==> config.mk <==
export PLATFORM = sky130hd
export DESIGN_NAME = uart_tx_arbiter
export DESIGN_NICKNAME = d
export VERILOG_FILES = /design/src/rtl/uart_tx_arbiter.sv
export SDC_FILE = /design/constraint.sdc
export NUM_CORES = 1
export LEC_CHECK = 0
export CAP_MARGIN = 20
export CELL_PAD_IN_SITES_DETAIL_PLACEMENT = 0
export CELL_PAD_IN_SITES_GLOBAL_PLACEMENT = 1
export CORE_MARGIN = 1
export CORE_UTILIZATION = 35
export CTS_CLUSTER_SIZE = 40
export DETAILED_ROUTE_END_ITERATION = 7
export GPL_TIMING_DRIVEN = 0
export PLACE_DENSITY = 0.84
export SLEW_MARGIN = 20
export SYNTH_ARGS = -nofsm -noshare
export SYNTH_HDL_FRONTEND = slang
export SYNTH_SLANG_ARGS = --single-unit
==> constraint.sdc <==
create_clock -name clk -period 2.19 [get_ports clk]
set_clock_uncertainty 0.1 [all_clocks]
set_input_delay 0.438 -clock clk [delete_from_list [all_inputs] [get_ports clk]]
set_output_delay 0.438 -clock clk [all_outputs]
set_load 0.01 [all_outputs]
==> src/rtl/uart_tx_arbiter.sv <==
// rtl/uart_tx_arbiter.sv - round-robin, packet-atomic arbiter sharing one UART transmitter
module uart_tx_arbiter #(
  parameter int NREQ         = 4,
  parameter int MAX_PKT      = 16,
  parameter int HOLD_TIMEOUT = 64
) (
  input  logic              clk,
  input  logic              nReset,
  input  logic [NREQ-1:0]   req_valid,
  input  logic [8*NREQ-1:0] req_data,
  input  logic [NREQ-1:0]   req_last,
  output logic [NREQ-1:0]   req_ready,
  output logic [7:0]        tx_data,
  output logic              tx_valid,
  input  logic              tx_done,
  output logic [NREQ-1:0]   grant,
  output logic              busy
);

  localparam int IDXW = (NREQ > 1) ? $clog2(NREQ) : 1;

  // Terminal values of the two bounded counters; comparing against these
  // means neither counter can ever wrap.
  localparam logic [7:0]  PKT_LAST  = 8'(MAX_PKT - 1);
  localparam logic [15:0] HOLD_LAST = 16'(HOLD_TIMEOUT - 1);

  typedef enum logic [1:0] {
    S_IDLE,
    S_XFER,
    S_START,
    S_WAIT
  } state_t;

  state_t            state_q, state_d;
  logic [NREQ-1:0]   grant_q, grant_d;
  logic [IDXW-1:0]   owner_q, owner_d;
  logic [IDXW-1:0]   rr_ptr_q, rr_ptr_d;
  logic [7:0]        byte_cnt_q, byte_cnt_d;
  logic [15:0]       hold_cnt_q, hold_cnt_d;
  logic              last_q, last_d;
  logic [7:0]        tx_data_q, tx_data_d;
  logic              tx_valid_q, tx_valid_d;

  logic              pick_found;
  logic [IDXW-1:0]   pick_idx;
  logic [IDXW-1:0]   cand;
  int                cand_i;

  logic              owner_valid;
  logic [7:0]        owner_data;
  logic              owner_last;
  logic [IDXW-1:0]   owner_next;
  logic              release_own;

  // Round-robin search: first valid requester starting at rr_ptr and wrapping.
  always_comb begin
    pick_found = 1'b0;
    pick_idx   = '0;
    cand       = '0;
    cand_i     = 0;
    for (int k = 0; k < NREQ; k++) begin
      cand_i = int'(rr_ptr_q) + k;
      if (cand_i >= NREQ) begin
        cand_i = cand_i - NREQ;
      end
      cand = IDXW'(cand_i);
      if (!pick_found && req_valid[cand]) begin
        pick_found = 1'b1;
        pick_idx   = cand;
      end
    end
  end

  // Route the current owner's valid/data/last onto single-lane signals.
  always_comb begin
    owner_valid = 1'b0;
    owner_data  = '0;
    owner_last  = 1'b0;
    for (int k = 0; k < NREQ; k++) begin
      if (owner_q == IDXW'(k)) begin
        owner_valid = req_valid[k];
        owner_data  = req_data[8*k +: 8];
        owner_last  = req_last[k];
      end
    end
  end

  // Pointer value after release: the requester just behind the owner.
  always_comb begin
    if (owner_q == IDXW'(NREQ - 1)) begin
      owner_next = '0;
    end else begin
      owner_next = owner_q + IDXW'(1);
    end
  end

  // Only the owner can see ready, and only while waiting for its next byte.
  always_comb begin
    if (state_q == S_XFER) begin
      req_ready = grant_q & req_valid;
    end else begin
      req_ready = '0;
    end
  end

  // Next-state and datapath updates for the grant/transfer sequence.
  always_comb begin
    state_d     = state_q;
    grant_d     = grant_q;
    owner_d     = owner_q;
    rr_ptr_d    = rr_ptr_q;
    byte_cnt_d  = byte_cnt_q;
    hold_cnt_d  = hold_cnt_q;
    last_d      = last_q;
    tx_data_d   = tx_data_q;
    tx_valid_d  = 1'b0;
    release_own = 1'b0;

    case (state_q)
      S_IDLE: begin
        if (pick_found) begin
          owner_d    = pick_idx;
          byte_cnt_d = '0;
          hold_cnt_d = '0;
          state_d    = S_XFER;
          for (int k = 0; k < NREQ; k++) begin
            grant_d[k] = (pick_idx == IDXW'(k));
          end
        end
      end

      S_XFER: begin
        if (owner_valid) begin
          tx_data_d  = owner_data;
          last_d     = owner_last;
          tx_valid_d = 1'b1;
          state_d    = S_START;
        end else if (hold_cnt_q == HOLD_LAST) begin
          // Owner stalled too long between bytes; let others in.
          release_own = 1'b1;
        end else begin
          hold_cnt_d = hold_cnt_q + 16'd1;
        end
      end

      S_START: begin
        state_d = S_WAIT;
      end

      S_WAIT: begin
        if (tx_done) begin
          byte_cnt_d = byte_cnt_q + 8'd1;
          if (last_q || (byte_cnt_q == PKT_LAST)) begin
            release_own = 1'b1;
          end else begin
            hold_cnt_d = '0;
            state_d    = S_XFER;
          end
        end
      end

      default: begin
        state_d = S_IDLE;
      end
    endcase

    // Release always passes through IDLE so there is a gap between grants.
    if (release_own) begin
      grant_d  = '0;
      rr_ptr_d = owner_next;
      state_d  = S_IDLE;
    end
  end

  // State register; reset abandons any in-flight byte immediately.
  always_ff @(posedge clk or negedge nReset) begin
    if (!nReset) begin
      state_q    <= S_IDLE;
      grant_q    <= '0;
      owner_q    <= '0;
      rr_ptr_q   <= '0;
      byte_cnt_q <= '0;
      hold_cnt_q <= '0;
      last_q     <= 1'b0;
      tx_data_q  <= '0;
      tx_valid_q <= 1'b0;
    end else begin
      state_q    <= state_d;
      grant_q    <= grant_d;
      owner_q    <= owner_d;
      rr_ptr_q   <= rr_ptr_d;
      byte_cnt_q <= byte_cnt_d;
      hold_cnt_q <= hold_cnt_d;
      last_q     <= last_d;
      tx_data_q  <= tx_data_d;
      tx_valid_q <= tx_valid_d;
    end
  end

  assign grant    = grant_q;
  assign tx_data  = tx_data_q;
  assign tx_valid = tx_valid_q;
  assign busy     = (state_q != S_IDLE);

endmodule

==> summary.txt, run 1 <==
Pwr
  – Sequential group share of total power: 23.8%
  – PwrDens: 1183 nW/µm²
  – Clock power frac: 9.4%
  – P_leak: 1.786 nW
  – Worst ir drop on vdd: 0.5772 mV
  – Net Switching: 2.197 mW
  – Int Power: 2.932 mW
  – Sw frac: 42.84%
  – Combinational share of power: 66.8%

Synth
  – Syn_nets: 395
  – XOR/XNOR Fraction of Synth Area: 0.8772%
  – Sequential area share after synthesis: 36.76%
  – EDFF count, synth: 0
  – Top_reg_cell synth: dfrtp_1
  – Post-Syn Instances: 342
  – Async SR Flop Fraction: 100.0%
  – Synth Area in Compound Gates: 25.23%
  – Post-Synth Adder-Cell Area: 4.177%
  – Syn avg cell area: 8.758 µm²
  – Post-Synthesis Cell Area: 2995 µm²
  – Simple-gate share of the synthesized area: 26.19%
  – Register bit total from synthesis: 44
  – Post-synthesis mux area share: 2.423%
  – Distinct cells, synth: 58
  – Yosys warning count: 0
  – Main combinational cell family by area after synthesis: simple AND/OR/NAND/NOR gates

Setup path
  – CP peak stage delay: 0.48 ns
  – Crit start category: flop
  – Worst path arrival time: 1.70 ns
  – WP depth: 4
  – Worst reg-to-reg path cell count: 7
  – Worst Path Max Fanout: 10
  – Most used cell along the critical path: inv_1
  – CP Class: flop to output port
  – Setup crit end kind: output port
  – CP required: 1.65 ns
  – Max stage delay cell, worst path: clkdlybuf4s50_1
  – Worst path cell trace: inv_1, ha_2, inv_1, clkdlybuf4s50_1
  – Crit path buffers/inverters: 3
  – Delay-heaviest family, CP: buffers and inverters

Status
  – Failing checks: negative setup slack
  – Status: complete, but fails checks

Placement
  – GPL Wtd Cong: 0.8262
  – Post-DP HPWL: 5.984 mm
  – Port Buffers: 60
  – Dpl cell area: 3742 µm²
  – Setup slack after placement: -0.6317 ns

Final layout
  – Area growth syn-to-layout: 44.78%
  – Final #Nets: 490
  – Inserted Diodes: 0
  – Fin util: 52.52%
  – Final Cell Area: 4337 µm²
  – Layout cell share with drive strength beyond 1: 22.43%
  – Fillers: 769

Timing
  – Rel. slew slack: 60.69%
  – Hold_ws: 0.01639 ns
  – Hold violation count in the final report: 0
  – Final Cycle Share: 102.1%
  – Fmax: 447.1 MHz
  – Setup Viol. Count Final: 8
  – Setup WS post-layout: -0.04662 ns
  – Post-layout minimum cycle time: 2.237 ns
  – Least-Margin Pin Slew: 0.5896 ns
  – Fin. max-slew vios: 0
  – Setup_tns: -0.2561 ns
  – RSZ-0062 raised after global routing: yes

GRT
  – GRT Total Usage: 19.79%
  – First-pass GRT wire length: 13.79 mm
  – Largest net degree at the start of global routing: 25
  – Total gr overflow: 0
  – Vias in the first global route: 2,805
  – Initial antenna violation count: 0

Route
  – Via count: 3,033
  – Per-cell routed wire length: 16.09 µm
  – DR vias/cell: 5.596
  – Initial drt markers: 122
  – Drt pass-1 iters: 4
  – DRC: 0
  – Routed WL: 8.723 mm
  – Post-DRT Antenna Nets: 0

Die
  – Die width: 94.51 µm
  – Initial core utilization: 36.27%
  – Die height: 94.51 µm
  – Number of cell rows: 33
  – Die ar.: 8932 µm²
  – Boundary Pins: 61
  – Core area: 8258 µm²

Clocking
  – CTS Buffer Depth: 2
  – TritonCTS clock tree: built
  – CTS H-tree depth: 2
  – Hold buffer count at cts: 0
  – CTS Buf Count: 5
  – Clock Root Buffer: clkbuf_8
  – Reg clk slew, reported paths: 0.09 ns
  – Clock sinks: 44
  – Clock latency on the worst-skew pair: 0.29 ns

Worst hold path
  – Hold crit path type: input port to async pin

Job
  – Max-cap viol count: 0
## repair_timing
action	CTS	global route
gates resized for setup	65	29
endpoints found under the setup margin	40	37
hold endpoints to repair	0	0
buffers inserted	25	5
pin swaps	14	22
## cells in the mapped netlist (2+ instances only)
cell type   n  share of area, %
dfrtp_1    44                37
nand2_1    40               5.0
a21oi_1    29               4.8
o21ai_0    20               3.3
o211ai_1   16               4.0
nor2_1     14               1.8
nor3_1     13               2.2
clkbuf_1   11               1.4
nand3_1    11               1.8
nand3b_1   11               2.8
ha_1       10               4.2
inv_1      10               1.3
buf_2       8               1.3
nand2b_1    8               1.7
nand4_1     8               1.7
o21a_1      8               2.0
and3_1      6               1.3
nor4_1      6               1.3
or4_1       6               1.5
mux2i_1     5               1.7
nor2b_1     5               1.0
a22o_1      4               1.2
a211o_1     3              0.88
a221oi_1    3              0.88
o221ai_1    3              0.88
o311ai_1    3              0.88
xor2_1      3              0.88
a211oi_2    2              0.84
o21ai_1     2              0.33
o31ai_1     2              0.50
## final cells by class
class | count | area (µm²) | area share (%)
multi-input cells | 268 | 1956 | 45.10
flip-flops and latches | 44 | 1106 | 25.50
repair buffers | 91 | 862.1 | 19.88
plain buffers | 17 | 162.7 | 3.751
well taps | 105 | 131.4 | 3.029
clock buffers | 6 | 72.57 | 1.673
inverters | 10 | 41.29 | 0.9521
clock inverters | 1 | 5.005 | 0.1154
## state kept, by name, indices dropped and copies added (netlist names)
name / count
byte_cnt_q: 8
grant: 4
hold_cnt_q: 16
last_q: 1
owner_q: 2
rr_ptr_q: 2
state_q: 2
tx_data: 8
tx_valid: 1
## kinds of logic after synthesis
group           Yosys count
compound gates          107
xor+xnor                  3
fa+ha+maj                10
buf+inv                  30
flops                    44
mux                       7
simple gates            141
## final timing paths
kind | startpoint | to | slack, ns
min in group clk | tx_data[5] | tx_data[5] | 0.39
max in group asynchronous | nReset | tx_data[6] | 1.45
setup reg to reg | state_q[1] | grant[0] | -0.05
hold reg to reg | tx_data[5] | tx_data[5] | 0.39
hold / removal | nReset | hold_cnt_q[13] | 0.02
setup / recovery | state_q[0] | busy | -0.05
## power groups by stage
stage	logic, mW	clock network [mW]	registers (mW)
finish	3.43	0.481	1.22
global route	3.72	0.536	1.25
CTS	3.18	0.508	1.21
detailed placement	2.47	0	1.24
global placement	2.42	0	1.23
floorplan	1.59	0	1.25
## routing by layer
layer,track usage (%),wire length [µm],share of wire [%],vias up
met3,3.543,302,3.5,13
met1,25.66,3901,45,1476
li1,-,-,-,1477
met5,0,0,0,-
met2,33.15,4405,50,67
met4,6.566,114,1.3,0
## cell usage in the layout (no fill, tap or decap), types with 4 or more instances in the layout
cell and n:
clkdlybuf4s50_1 50, nand2_1 40, dfrtp_1 40, a21oi_1 28, buf_4 26, o21ai_0 18
o211ai_1 16, nor2_1 14, nor3_1 12, nand3b_1 11, nand3_1 11, buf_6 9
nand4_1 8, nand2b_1 8, o21a_1 8, and3_1 6, inv_1 6, clkbuf_1 6
or4_1 5, mux2i_1 5, clkbuf_8 5, a22o_1 4, ha_2 4, dfrtp_2 4
## metrics by stage
stage / cells / total power [mW]
2_1_floorplan: 342 / 2.842
3_3_place_gp: 507 / 3.656
3_5_place_dp: 508 / 3.710
4_1_cts: 538 / 4.896
5_1_grt: 542 / 5.516
6_report: 542 / 5.129
Power figures use the tool's default switching activity.
==> run 2, diff against run 1 <==
Settings changed: CORE_MARGIN 1 to 5.
==> summary.txt, run 2 (synthesis results as in run 1) <==
Timing
  – Setup WS post-layout: -0.01320 ns (was -0.04662 ns)
  – Setup Viol. Count Final: 1 (was 8)
  – Final Cycle Share: 100.6% (was 102.1%)
  – Hold violation count in the final report: 0 (unchanged)
  – RSZ-0062 raised after global routing: yes (unchanged)
  – Fmax: 453.9 MHz (was 447.1 MHz)
  – Hold_ws: 0.3942 ns (was 0.01639 ns)
  – Setup_tns: -0.01320 ns (was -0.2561 ns)
  – Post-layout minimum cycle time: 2.203 ns (was 2.237 ns)
  – Fin. max-slew vios: 0 (unchanged)
  – Least-Margin Pin Slew: 0.6893 ns (was 0.5896 ns)
  – Rel. slew slack: 54.05% (was 60.69%)

Clocking
  – Clock Root Buffer: clkbuf_8 (unchanged)
  – CTS Buffer Depth: 2 (unchanged)
  – Clock latency on the worst-skew pair: 0.30 ns (was 0.29 ns)
  – CTS H-tree depth: 2 (unchanged)
  – Reg clk slew, reported paths: 0.09 ns (about the same)
  – CTS Buf Count: 5 (unchanged)
  – TritonCTS clock tree: built (unchanged)
  – Clock sinks: 44 (unchanged)

Die
  – Initial core utilization: 36.27% (unchanged)
  – Die width: 102.5 µm (was 94.51 µm)
  – Number of cell rows: 33 (unchanged)
  – Die height: 102.5 µm (was 94.51 µm)
  – Die ar.: 10,510 µm² (was 8932 µm²)
  – Boundary Pins: 61 (unchanged)
  – Core area: 8258 µm² (unchanged)

Pwr
  – Clock power frac: 9.8% (was 9.4%)
  – Worst ir drop on vdd: 0.5357 mV (was 0.5772 mV)
  – PwrDens: 1171 nW/µm² (was 1183 nW/µm²)
  – P_leak: 1.830 nW (was 1.786 nW)
  – Power Total: 5.217 mW (was 5.129 mW)
  – Sequential group share of total power: 23.8% (about the same)
  – Sw frac: 43.72% (was 42.84%)
  – Int Power: 2.936 mW (was 2.932 mW)
  – Net Switching: 2.281 mW (was 2.197 mW)
  – Combinational share of power: 66.4% (was 66.8%)

GRT
  – Total gr overflow: 0 (unchanged)
  – Initial antenna violation count: 0 (unchanged)
  – GRT Total Usage: 17.96% (was 19.79%)
  – First-pass GRT wire length: 15.21 mm (was 13.79 mm)
  – Largest net degree at the start of global routing: 29 (was 25)
  – Vias in the first global route: 3,075 (was 2,805)

Route
  – Post-DRT Antenna Nets: 0 (unchanged)
  – Routed WL: 9.285 mm (was 8.723 mm)
  – DRC: 0 (unchanged)
  – Per-cell routed wire length: 17.04 µm (was 16.09 µm)
  – Via count: 3,100 (was 3,033)
  – Drt pass-1 iters: 4 (unchanged)
  – Initial drt markers: 152 (was 122)
  – DR vias/cell: 5.688 (was 5.596)

Placement
  – GPL Wtd Cong: 0.8874 (was 0.8262)
  – Port Buffers: 60 (unchanged)
  – Post-DP HPWL: 6.338 mm (was 5.984 mm)
  – Dpl cell area: 3742 µm² (unchanged)

Final layout
  – Most common cell after layout, fill and taps aside: clkdlybuf4s50_1 (unchanged)
  – Layout cell share with drive strength beyond 1: 24.37% (was 22.43%)
  – Most frequent cells in the layout: 49 x clkdlybuf4s50_1, 41 x dfrtp_1, 40 x nand2_1 (was 50 x clkdlybuf4s50_1, 40 x nand2_1, 40 x dfrtp_1)
  – Fillers: 743 (was 769)
  – Largest register FFs: 16 (unchanged)
  – Final #Nets: 492 (was 490)
  – Final Cell Area: 4456 µm² (was 4337 µm²)
  – Area growth syn-to-layout: 48.75% (was 44.78%)
  – Fin util: 53.95% (was 52.52%)
  – Biggest register: hold_cnt_q (unchanged)

Setup path
  – Worst reg-to-reg path cell count: 5 (was 7)
  – Worst path arrival time: 2.34 ns (was 1.70 ns)
  – Worst Setup EP: hold_cnt_q[15] (was busy)
  – Max stage delay cell, worst path: dfrtp_1 (was clkdlybuf4s50_1)
  – CP required: 2.33 ns (was 1.65 ns)
  – Worst path cell trace: nand4_1, nor3_2, o211ai_1, or4_4, a21boi_2 (was inv_1, ha_2, inv_1, clkdlybuf4s50_1)
  – R2r startpoint: hold_cnt_q[3] (was state_q[1])
  – Setup crit end kind: flop (was output port)
  – CP peak stage delay: 0.50 ns (was 0.48 ns)
  – Reg-to-reg slack, setup: -0.01 ns (was -0.05 ns)
  – Crit start category: flop (unchanged)
  – Worst Path Max Fanout: 7 (was 10)
  – R2r endpoint: hold_cnt_q[15] (was grant[0])
  – Critical Path Source: hold_cnt_q[3] (was state_q[0])
  – CP Class: flop to flop (was flop to output port)

Worst hold path
  – Hold crit path type: flop to flop (was input port to async pin)

Job
  – Max-cap viol count: 0 (unchanged)

Status
  – Failing checks: negative setup slack (unchanged)
  – Status: complete, but fails checks (unchanged)
[run 2: through the flow]
step | std cells | worst slack [ns]
final | 545 | -0.01320
after global routing | 544 | -0.09486
after CTS | 533 | -0.01624
after detailed placement | 508 | -0.7102
after global placement | 507 | -0.7464
after floorplan | 342 | 0.02837
[run 2: power groups by stage]
stage | Sequential, mW | Combinational, mW | Clock (mW)
2_1_floorplan | 1.25 | 1.59 | 0
6_report | 1.24 | 3.47 | 0.511
3_3_place_gp | 1.23 | 2.45 | 0
4_1_cts | 1.21 | 3.03 | 0.523
3_5_place_dp | 1.24 | 2.46 | 0
5_1_grt | 1.27 | 3.78 | 0.549
[run 2: worst min path at each step]
stage / start / depth (start not counted) / slack, ns / to
after detailed placement: nReset / 1 / 0.30 / hold_cnt_q[8]
after floorplan: nReset / 0 / 0.04 / byte_cnt_q[0]
after global routing: tx_data[5] / 1 / 0.41 / tx_data[5]
after global placement: tx_data[3] / 1 / 0.38 / tx_data[3]
final: tx_data[4] / 1 / 0.39 / tx_data[4]
after CTS: tx_data[4] / 1 / 0.40 / tx_data[4]
[run 2: repair_timing]
action,CTS,global route
resized for setup,59,52
setup endpoints to repair,40,41
pin swaps,14,18
buffers inserted,19,12
hold endpoints to repair,16,0
hold buffers,1,0
[run 2: layout make-up]
| cell class | count | area, µm² | area share, % |
|---|---|---|---|
| multi-input combinational | 268 | 2066 | 46.36 |
| sequential | 44 | 1105 | 24.80 |
| timing repair buffer | 93 | 882.1 | 19.80 |
| buffer | 17 | 147.6 | 3.314 |
| tap | 105 | 131.4 | 2.949 |
| clock buffer | 6 | 72.57 | 1.629 |
| inverter | 10 | 43.79 | 0.9829 |
| clock inverter | 1 | 5.005 | 0.1123 |
| antenna | 1 | 2.502 | 0.05616 |
[run 2: critical path, delay by kind of cell (launching register included)]
kind	cells	cell delay [ns]
AND/OR/NAND/NOR	3	1.22
flip-flops	1	0.50
AO/OA/AOI/OAI	2	0.31
[run 2: per-layer routing]
metal,vias up,track usage [%],wire length [µm]
li1,1473,-,-
met1,1525,24.30,4100
met2,92,29.69,4622
met3,10,3.654,449
met4,0,4.036,112
met5,-,0,0
==> run 3, diff against run 2 <==
Settings changed: CELL_PAD_IN_SITES_DETAIL_PLACEMENT 0 to unset, CELL_PAD_IN_SITES_GLOBAL_PLACEMENT 1 to unset, CORE_MARGIN 5 to 4, PLACE_DENSITY 0.84 to 0.67, RECOVER_POWER set to 25.
==> summary.txt, run 3 (synthesis results as in run 1) <==
Setup path
  – CP required: 2.28 ns (was 2.33 ns)
  – Reg-to-reg slack, setup: -0.12 ns (was -0.01 ns)
  – Setup crit end kind: flop (unchanged)
  – Most used cell along the critical path: buf_6
  – Worst path arrival time: 2.40 ns (was 2.34 ns)
  – Crit path buffers/inverters: 4 (was 0)
  – Delay-heaviest family, CP: compound AO/OA/AOI/OAI gates (was simple AND/OR/NAND/NOR gates)
  – CP Class: flop to flop (unchanged)
  – Worst path cell trace: buf_6, ha_4, a211oi_4, buf_6, a211oi_4, o32ai_4, buf_6, buf_6, nor3_4, a22o_1 (was nand4_1, nor3_2, o211ai_1, or4_4, a21boi_2)
  – Crit start category: flop (unchanged)
  – CP peak stage delay: 0.45 ns (was 0.50 ns)
  – Worst Path Max Fanout: 5 (was 7)
  – Max stage delay cell, worst path: dfrtp_2 (was dfrtp_1)

Pwr
  – Combinational share of power: 66.3% (was 66.4%)
  – P_leak: 1.832 nW (was 1.830 nW)
  – PwrDens: 1230 nW/µm² (was 1171 nW/µm²)
  – Int Power: 3.160 mW (was 2.936 mW)
  – Net Switching: 2.314 mW (was 2.281 mW)
  – Clock power frac: 11.4% (was 9.8%)
  – Sequential group share of total power: 22.3% (was 23.8%)
  – Worst ir drop on vdd: 0.6082 mV (was 0.5357 mV)
  – Sw frac: 42.28% (was 43.72%)

GRT
  – Initial antenna violation count: 0 (unchanged)
  – Vias in the first global route: 2,906 (was 3,075)
  – First-pass GRT wire length: 14.44 mm (was 15.21 mm)
  – GRT Total Usage: 17.60% (was 17.96%)
  – Largest net degree at the start of global routing: 27 (was 29)
  – Total gr overflow: 0 (unchanged)

Placement
  – Placed Cells: 508 (unchanged)
  – GPL Wtd Cong: 0.8758 (was 0.8874)
  – Port Buffers: 60 (unchanged)
  – Dpl cell area: 3742 µm² (unchanged)
  – Post-DP HPWL: 6.204 mm (was 6.338 mm)

Final layout
  – Fillers: 754 (was 743)
  – Final #Nets: 500 (was 492)
  – Most common cell after layout, fill and taps aside: clkdlybuf4s50_1 (unchanged)
  – Inserted Diodes: 0 (was 1)
  – Area growth syn-to-layout: 48.62% (was 48.75%)
  – Final Cell Area: 4452 µm² (was 4456 µm²)
  – Layout cell share with drive strength beyond 1: 24.78% (was 24.37%)
  – Finished Layout Cells: 553 (was 545)
  – Biggest register: hold_cnt_q (unchanged)
  – Largest register FFs: 16 (unchanged)
  – Most frequent cells in the layout: 49 x clkdlybuf4s50_1, 41 x dfrtp_1, 40 x nand2_1 (unchanged)

Timing
  – Fin. max-slew vios: 0 (unchanged)
  – Post-layout minimum cycle time: 2.309 ns (was 2.203 ns)
  – Setup Viol. Count Final: 17 (was 1)
  – RSZ-0062 raised after global routing: yes (unchanged)
  – Rel. slew slack: 33.59% (was 54.05%)
  – Final Cycle Share: 105.4% (was 100.6%)
  – Setup WS post-layout: -0.1193 ns (was -0.01320 ns)
  – Fmax: 433.0 MHz (was 453.9 MHz)
  – Hold violation count in the final report: 0 (unchanged)
  – Least-Margin Pin Slew: 0.9962 ns (was 0.6893 ns)

Clocking
  – Clock latency on the worst-skew pair: 0.30 ns (about the same)
  – TritonCTS clock tree: built (unchanged)
  – CTS Buf Count: 5 (unchanged)
  – Clock sinks: 44 (unchanged)
  – Clock Root Buffer: clkbuf_8 (unchanged)
  – CTS Buffer Depth: 2 (unchanged)
  – CTS H-tree depth: 2 (unchanged)
  – Reg clk slew, reported paths: 0.09 ns (about the same)

Route
  – DR vias/cell: 5.705 (was 5.688)
  – Drt pass-1 iters: 5 (was 4)
  – Per-cell routed wire length: 16.67 µm (was 17.04 µm)
  – Post-DRT Antenna Nets: 0 (unchanged)
  – DRC: 0 (unchanged)
  – Initial drt markers: 227 (was 152)
  – Via count: 3,155 (was 3,100)
  – Routed WL: 9.221 mm (was 9.285 mm)

Die
  – Die width: 100.5 µm (was 102.5 µm)
  – Boundary Pins: 61 (unchanged)
  – Number of cell rows: 33 (unchanged)
  – Die height: 100.5 µm (was 102.5 µm)
  – Initial core utilization: 36.27% (unchanged)
  – Die ar.: 10,100 µm² (was 10,510 µm²)
  – Core area: 8258 µm² (unchanged)

Status
  – Status: complete, but fails checks (unchanged)
  – Failing checks: negative setup slack (unchanged)

Worst hold path
  – Hold crit path type: flop to flop (unchanged)

Job
  – Max-cap viol count: 0 (unchanged)
-- run 3: cell types whose count changed in the layout (fill, tap and decap cells not counted), sizes merged --
cell / before / now
clkbuf: 16 / 19
dlymetal6s2s: 5 / 2
bufinv: 0 / 1
buf: 44 / 48
diode: 1 / 0
nor2: 15 / 16
dlygate4sd2: 1 / 4
-- run 3: per-layer routing --
| metal | vias to the layer above | track usage [%] | share of wire, % |
|---|---|---|---|
| met1 | 1553 | 25.37 | 44 |
| li1 | 1498 | - | - |
| met5 | - | 0 | 0 |
| met2 | 91 | 27.68 | 50 |
| met3 | 13 | 2.076 | 4.5 |
| met4 | 0 | 5.389 | 1.6 |
-- run 3: area by class of cell --
| cell class | instances | area [µm²] | area share [%] |
|---|---|---|---|
| multi-input cells | 269 | 2002 | 44.97 |
| flip-flops and latches | 44 | 1105 | 24.82 |
| repair buffers | 100 | 904.6 | 20.32 |
| plain buffers | 17 | 160.2 | 3.598 |
| well taps | 105 | 131.4 | 2.951 |
| clock buffers | 6 | 72.57 | 1.630 |
| inverters | 10 | 41.29 | 0.9275 |
| clock inverters | 2 | 35.03 | 0.7870 |
-- run 3: what timing repair did --
item	in CTS	in global routing
gates resized for setup	63	42
buffers inserted	18	20
hold buffers	1	0
cloned	0	2
pin swaps	12	22
endpoints found under the setup margin	39	37
hold endpoints to repair	18	0
-- run 3: worst paths after layout --
kind | start | to | depth (start not counted)
max | owner_q[1] | grant[0] | 10
min | tx_data[5] | tx_data[5] | 1
max reg2reg | owner_q[1] | grant[0] | 10
min reg2reg | tx_data[5] | tx_data[5] | 1
max in group asynchronous | nReset | byte_cnt_q[0] | 3
min in group asynchronous | nReset | tx_data[5] | 2
-- run 3: power by group through the flow --
stage               sequential (mW)  combinational, mW  clock (mW)
floorplan                      1.25               1.59           0
global placement               1.23               2.42           0
detailed placement             1.24               2.46           0
CTS                            1.21               3.09       0.638
global route                   1.25               3.93       0.672
finish                         1.22               3.63       0.626
-- run 3: through the flow --
stage / hold slack (ns) / setup WS [ns] / TNS, ns / util, % / total power [mW]
finish: 0.3956 / -0.1193 / -0.7356 / 53.91 / 5.475
global route: 0.4068 / -0.1637 / -3.212 / 53.91 / 5.846
CTS: 0.3985 / -0.02423 / -0.04397 / 50.62 / 4.939
detailed placement: 0.3144 / -0.6622 / -20.87 / 45.32 / 3.708
global placement: 0.3734 / -0.6760 / -50.39 / 45.14 / 3.654
floorplan: 0.04241 / 0.02837 / 0 / - / 2.842
